`config.mk`:
```
export PLATFORM = sky130hd
export DESIGN_NAME = icache_fetch_port
export DESIGN_NICKNAME = d
export VERILOG_FILES = /design/src/rtl/icache_fetch_port.sv
export SDC_FILE = /design/constraint.sdc
export NUM_CORES = 1
export LEC_CHECK = 0
export ABC_AREA = 1
export CELL_PAD_IN_SITES_DETAIL_PLACEMENT = 0
export CELL_PAD_IN_SITES_GLOBAL_PLACEMENT = 1
export CORE_MARGIN = 1.5
export CORE_UTILIZATION = 52
export CTS_BUF_LIST = sky130_fd_sc_hd__clkbuf_8
export CTS_CLUSTER_DIAMETER = 80
export DETAILED_ROUTE_END_ITERATION = 10
export PLACE_DENSITY_LB_ADDON = 0.12
export SLEW_MARGIN = 20
export SYNTH_ARGS = -nofsm -noshare
export SYNTH_HDL_FRONTEND = slang
export SYNTH_SLANG_ARGS = --single-unit
```
`constraint.sdc`:
```
create_clock -name clk_in -period 5.2 [get_ports clk_in]
set_clock_uncertainty 0.05 [all_clocks]
set_input_delay 0.52 -clock clk_in [delete_from_list [all_inputs] [get_ports clk_in]]
set_output_delay 0.52 -clock clk_in [all_outputs]
set_load 0.01 [all_outputs]
```
`src/rtl/icache_fetch_port.sv`:
```
// Direct-mapped instruction cache, one 32-bit word per line, in front of the
// Fetcher. A miss refills the line with four byte reads over the arbitrated
// RAM port (little-endian), then answers the Fetcher with a one-cycle strobe.
module icache_fetch_port #(
  parameter int INDEX_BITS = 4
) (
  input  logic        clk_in,
  input  logic        rst_in,
  input  logic        rdy_in,
  input  logic        mem_valid,
  input  logic [31:0] mem_addr,
  output logic [31:0] mem_result,
  output logic        mem_ready,
  input  logic        rob_clear,
  output logic        ram_req,
  input  logic        ram_gnt,
  output logic [31:0] ram_addr,
  input  logic [7:0]  ram_din
);

  localparam int LINES = 1 << INDEX_BITS;
  localparam int TAG_W = 30 - INDEX_BITS;

  typedef enum logic [1:0] {
    IDLE = 2'd0,
    REQ  = 2'd1,
    READ = 2'd2,
    RESP = 2'd3
  } state_t;

  // Control and output registers
  state_t                  state_q,      state_d;
  logic [31:0]             base_q,       base_d;
  logic [2:0]              cnt_q,        cnt_d;
  logic                    pending_q,    pending_d;
  logic [31:0]             mem_result_q, mem_result_d;
  logic                    ram_req_q,    ram_req_d;
  logic [31:0]             ram_addr_q,   ram_addr_d;
  logic [LINES-1:0]        valid_q,      valid_d;

  // Line storage (tag/data carry no reset; valid bits gate their use)
  logic [TAG_W-1:0]        tag_q  [LINES];
  logic [31:0]             data_q [LINES];

  logic                    fill_we;
  logic [31:0]             fill_data;

  logic [INDEX_BITS-1:0]   req_idx;
  logic [TAG_W-1:0]        req_tag;
  logic [INDEX_BITS-1:0]   base_idx;
  logic [TAG_W-1:0]        base_tag;
  logic                    hit;
  logic [1:0]              lane;
  logic                    unused_addr_bits;

  // Byte-offset bits of the fetch PC carry no information for word fetches.
  assign unused_addr_bits = ^mem_addr[1:0];

  assign req_idx  = mem_addr[INDEX_BITS+1:2];
  assign req_tag  = mem_addr[31:INDEX_BITS+2];
  assign base_idx = base_q[INDEX_BITS+1:2];
  assign base_tag = base_q[31:INDEX_BITS+2];
  assign hit      = valid_q[req_idx] && (tag_q[req_idx] == req_tag);

  // ram_din lags ram_addr by one cycle, so READ cycle cnt stores byte cnt-1.
  assign lane      = cnt_q[1:0] - 2'd1;
  assign fill_data = {ram_din, mem_result_q[23:0]};

  // Replace one byte lane of a word.
  function automatic logic [31:0] insert_byte(input logic [31:0] word,
                                              input logic [1:0]  sel,
                                              input logic [7:0]  b);
    logic [31:0] w;
    w = word;
    w[{sel, 3'b000} +: 8] = b;
    return w;
  endfunction

  // Next-state logic: everything freezes while rdy_in is low, except that a
  // flush still cancels an outstanding response.
  always_comb begin
    state_d      = state_q;
    base_d       = base_q;
    cnt_d        = cnt_q;
    pending_d    = pending_q;
    mem_result_d = mem_result_q;
    ram_req_d    = ram_req_q;
    ram_addr_d   = ram_addr_q;
    valid_d      = valid_q;
    fill_we      = 1'b0;

    if (rdy_in) begin
      unique case (state_q)
        IDLE: begin
          if (mem_valid && !rob_clear) begin
            base_d    = {mem_addr[31:2], 2'b00};
            pending_d = 1'b1;
            if (hit) begin
              mem_result_d = data_q[req_idx];
              state_d      = RESP;
            end else begin
              ram_req_d = 1'b1;
              state_d   = REQ;
            end
          end
        end
        REQ: begin
          if (ram_gnt) begin
            state_d    = READ;
            cnt_d      = 3'd0;
            ram_addr_d = base_q;
          end
        end
        READ: begin
          if (cnt_q != 3'd0) begin
            mem_result_d = insert_byte(mem_result_q, lane, ram_din);
          end
          if (cnt_q < 3'd3) begin
            ram_addr_d = base_q + 32'(cnt_q) + 32'd1;
          end
          if (cnt_q == 3'd4) begin
            fill_we            = 1'b1;
            valid_d[base_idx]  = 1'b1;
            ram_req_d          = 1'b0;
            cnt_d              = 3'd0;
            state_d            = RESP;
          end else begin
            cnt_d = cnt_q + 3'd1;
          end
        end
        RESP: begin
          pending_d = 1'b0;
          state_d   = IDLE;
        end
        default: state_d = IDLE;
      endcase
    end

    // A flush during refill only drops the response; the refill still lands.
    if (rob_clear && ((state_q == REQ) || (state_q == READ))) begin
      pending_d = 1'b0;
    end
  end

  // Control/output registers with asynchronous active-low reset.
  always_ff @(posedge clk_in or negedge rst_in) begin
    if (!rst_in) begin
      state_q      <= IDLE;
      base_q       <= '0;
      cnt_q        <= '0;
      pending_q    <= 1'b0;
      mem_result_q <= '0;
      ram_req_q    <= 1'b0;
      ram_addr_q   <= '0;
      valid_q      <= '0;
    end else begin
      state_q      <= state_d;
      base_q       <= base_d;
      cnt_q        <= cnt_d;
      pending_q    <= pending_d;
      mem_result_q <= mem_result_d;
      ram_req_q    <= ram_req_d;
      ram_addr_q   <= ram_addr_d;
      valid_q      <= valid_d;
    end
  end

  // Tag/data line write at the end of a refill.
  always_ff @(posedge clk_in) begin
    if (fill_we) begin
      tag_q[base_idx]  <= base_tag;
      data_q[base_idx] <= fill_data;
    end
  end

  assign mem_result = mem_result_q;
  assign ram_req    = ram_req_q;
  assign ram_addr   = ram_addr_q;
  assign mem_ready  = (state_q == RESP) & pending_q & ~rob_clear;

endmodule
```
==> reports/results.txt <==
Status -> finished, final reports clean
Maximum vdd drop -> 250 uV
Asr flop ratio synth -> 11.2%
Clk root buf -> clkbuf_8
Die X -> 291 um
Avg Inst Size Synth -> 11.5 um2
Port bufs -> 109
Post-synth EDFFs -> 928
Post-route clock period utilization -> 67.6%
Num CTS Buffers -> 166
WHS -> 0.297 ns
Boundary pin count -> 112
Max-slew violations -> 0
Leading cell types in the layout, fill and taps excluded -> edfxtp_1, nand2_1, o21ai_0
Post-DRT Antenna Nets -> 0
GRT Util Overall -> 27.7%
Mapped Area -> 43300 um2
DP Wirelength -> 60900 um
Net Count, Synth -> 3807
Clock slew seen by the registers of the worst setup and hold paths -> 0.06 ns
Gp weighted congestion -> 0.832
Core box area -> 82200 um2
Clock sinks -> 1045
CTS tree -> yes
WL/cell -> 23.0 um
Static Leakage -> 0.0182 uW
Num rows -> 105
RSZ-0062 raised after global routing -> no
Commonest non-fill, non-tap cell in the layout -> edfxtp_1
Critical Path Fanout Max -> 14
First-pass GRT wire length -> 175000 um
Total power -> 20700 uW
GR Overflow Total -> 0
Syn-to-layout area delta -> 12.7%
Vias in the first global route -> 29100
Rel. slew slack -> 18.5%
Vias/cell -> 5.75
Highest Clock Rate -> 285 MHz
Routed WL -> 117000 um
Cells after Synth -> 3751
Final hold viol count -> 0
TritonRoute pass-1 iters -> 7
Pin count of the biggest net entering global routing -> 156
Finished Layout Cells -> 5093
Die Height -> 291 um
Fraction of layout cells with a size suffix above 1 -> 8.13%
Post_cts resized -> 0
Final core utilization -> 59.3%
Final setup fails -> 0
Worst slew pin tran -> 1.21 ns
Crit end category -> flip-flop
Crit path launch type -> flip-flop
Final min period -> 3.51 ns
Critical setup path kind -> flip-flop to flip-flop
Residual DRC -> 0
Worst hold path class -> input pin to flip-flop
Final nets -> 3939
Initial DRC count -> 2338
Die ar. -> 85000 um2
Antenna violations before repair -> 2
Htree depth -> 4
Worst Path Required -> 5.60 ns
Vias post-DR -> 29300
Yosys reg bits -> 1045
Pwr/cell area -> 425 nW/um2
Placed Instances -> 4784
Yosys cell types -> 38
Seq/Total Area, Yosys -> 71.2%
Synth Flop Type -> edfxtp_1
Yosys warns -> 0
Worst-Skew Late Latency -> 0.82 ns
Max Root-Sink Buffers -> 3
Starting Density -> 52.6%
Max-cap violation count -> 0
Critical path data arrival time -> 3.92 ns
Fin Setup TNS -> 0 ns
==> sequential cells by signal, indices dropped and copies added, names as in the netlist <==
signal	cells
data_q	512
tag_q	416
mem_result	32
ram_addr	32
base_q	30
valid_q	16
cnt_q	3
state_q	2
pending_q	1
ram_req	1
==> logic make-up after synthesis <==
| logic type | count (synthesis) | share of synthesized area (%) |
|---|---|---|
| AOI/OAI and AO/OA | 677 | 8.89 |
| xor gates and xnor gates | 24 | 0.486 |
| adders and majority gates | 10 | 0.289 |
| buffers and inverters | 458 | 4.55 |
| DFF | 1045 | 71.2 |
| and+or+nand+nor | 1537 | 14.6 |
==> final timing paths <==
kind / startpoint / slack, ns / endpoint / cells past startpoint
max: cnt_q[0] / 1.69 / tag_q[9][1] / 7
min: mem_addr[18] / 0.30 / base_q[18] / 3
max reg2reg: cnt_q[0] / 1.69 / tag_q[9][1] / 7
min reg2reg: valid_q[6] / 0.41 / valid_q[6] / 2
max in group asynchronous: rst_in / 3.51 / valid_q[13] / 3
min in group asynchronous: rst_in / 0.36 / ram_addr[21] / 2
==> area by class of cell <==
class | instances | area [um2]
clock buffers | 188 | 2590
repair buffers | 184 | 1880
multi-input cells | 2248 | 10600
diodes | 2 | 5.00
fillers | 6629 | 33500
flip-flops and latches | 1045 | 30800
well taps | 1070 | 1340
clock inverters | 118 | 623
inverters | 238 | 910
==> cell usage after synthesis, types with 43 or more instances <==
cell        n  area (um2)
buf_2      77         385
clkbuf_1  105         394
dfrtp_1   117        2930
edfxtp_1  928       27900
inv_1     233         875
nand2_1   757        2840
nand3_1   275        1380
nor2_1    437        1640
o211ai_1   48         360
o21ai_0   447        2240
o221ai_1   43         377
o22ai_1    70         438
==> metrics by stage <==
step | instance area [um2] | setup WS [ns]
floorplan | 43300 | 0.805
CTS | 48800 | 1.66
detailed placement | 45500 | 0.948
global route | 48800 | 1.41
global placement | 45500 | 0.991
finish | 48800 | 1.69
==> per-layer routing <==
layer  global-route usage [%]  share of wire, %  vias to the layer above  routed length, um
li1                         -                 -                    13500                  -
met1                     35.3                41                    14600              47600
met2                     47.8                51                      991              59200
met3                     3.90               5.4                      220               6380
met4                     11.3               3.3                        0               3910
met5                        0                 0                        -                  0
==> critical path: stages, from the launching register on <==
cell	delay [ns]
dfrtp_1	0.48
inv_1	0.20
ha_1	0.20
nand2_1	0.11
nor3_1	0.38
nand3_1	0.51
nor2_4	0.79
buf_4	0.44
==> where the power goes <==
group	switching, uW	internal (uW)
logic	1830	997
registers	941	10300
clock network	3200	3470
total	5970	14800
==> repair_timing <==
action                     in CTS  in global routing
hold endpoints to repair       76                  0
setup endpoints to repair       0                  0
hold buffers                    1                  0
setup buffers                   0                  0
Power figures use the tool's default switching activity.
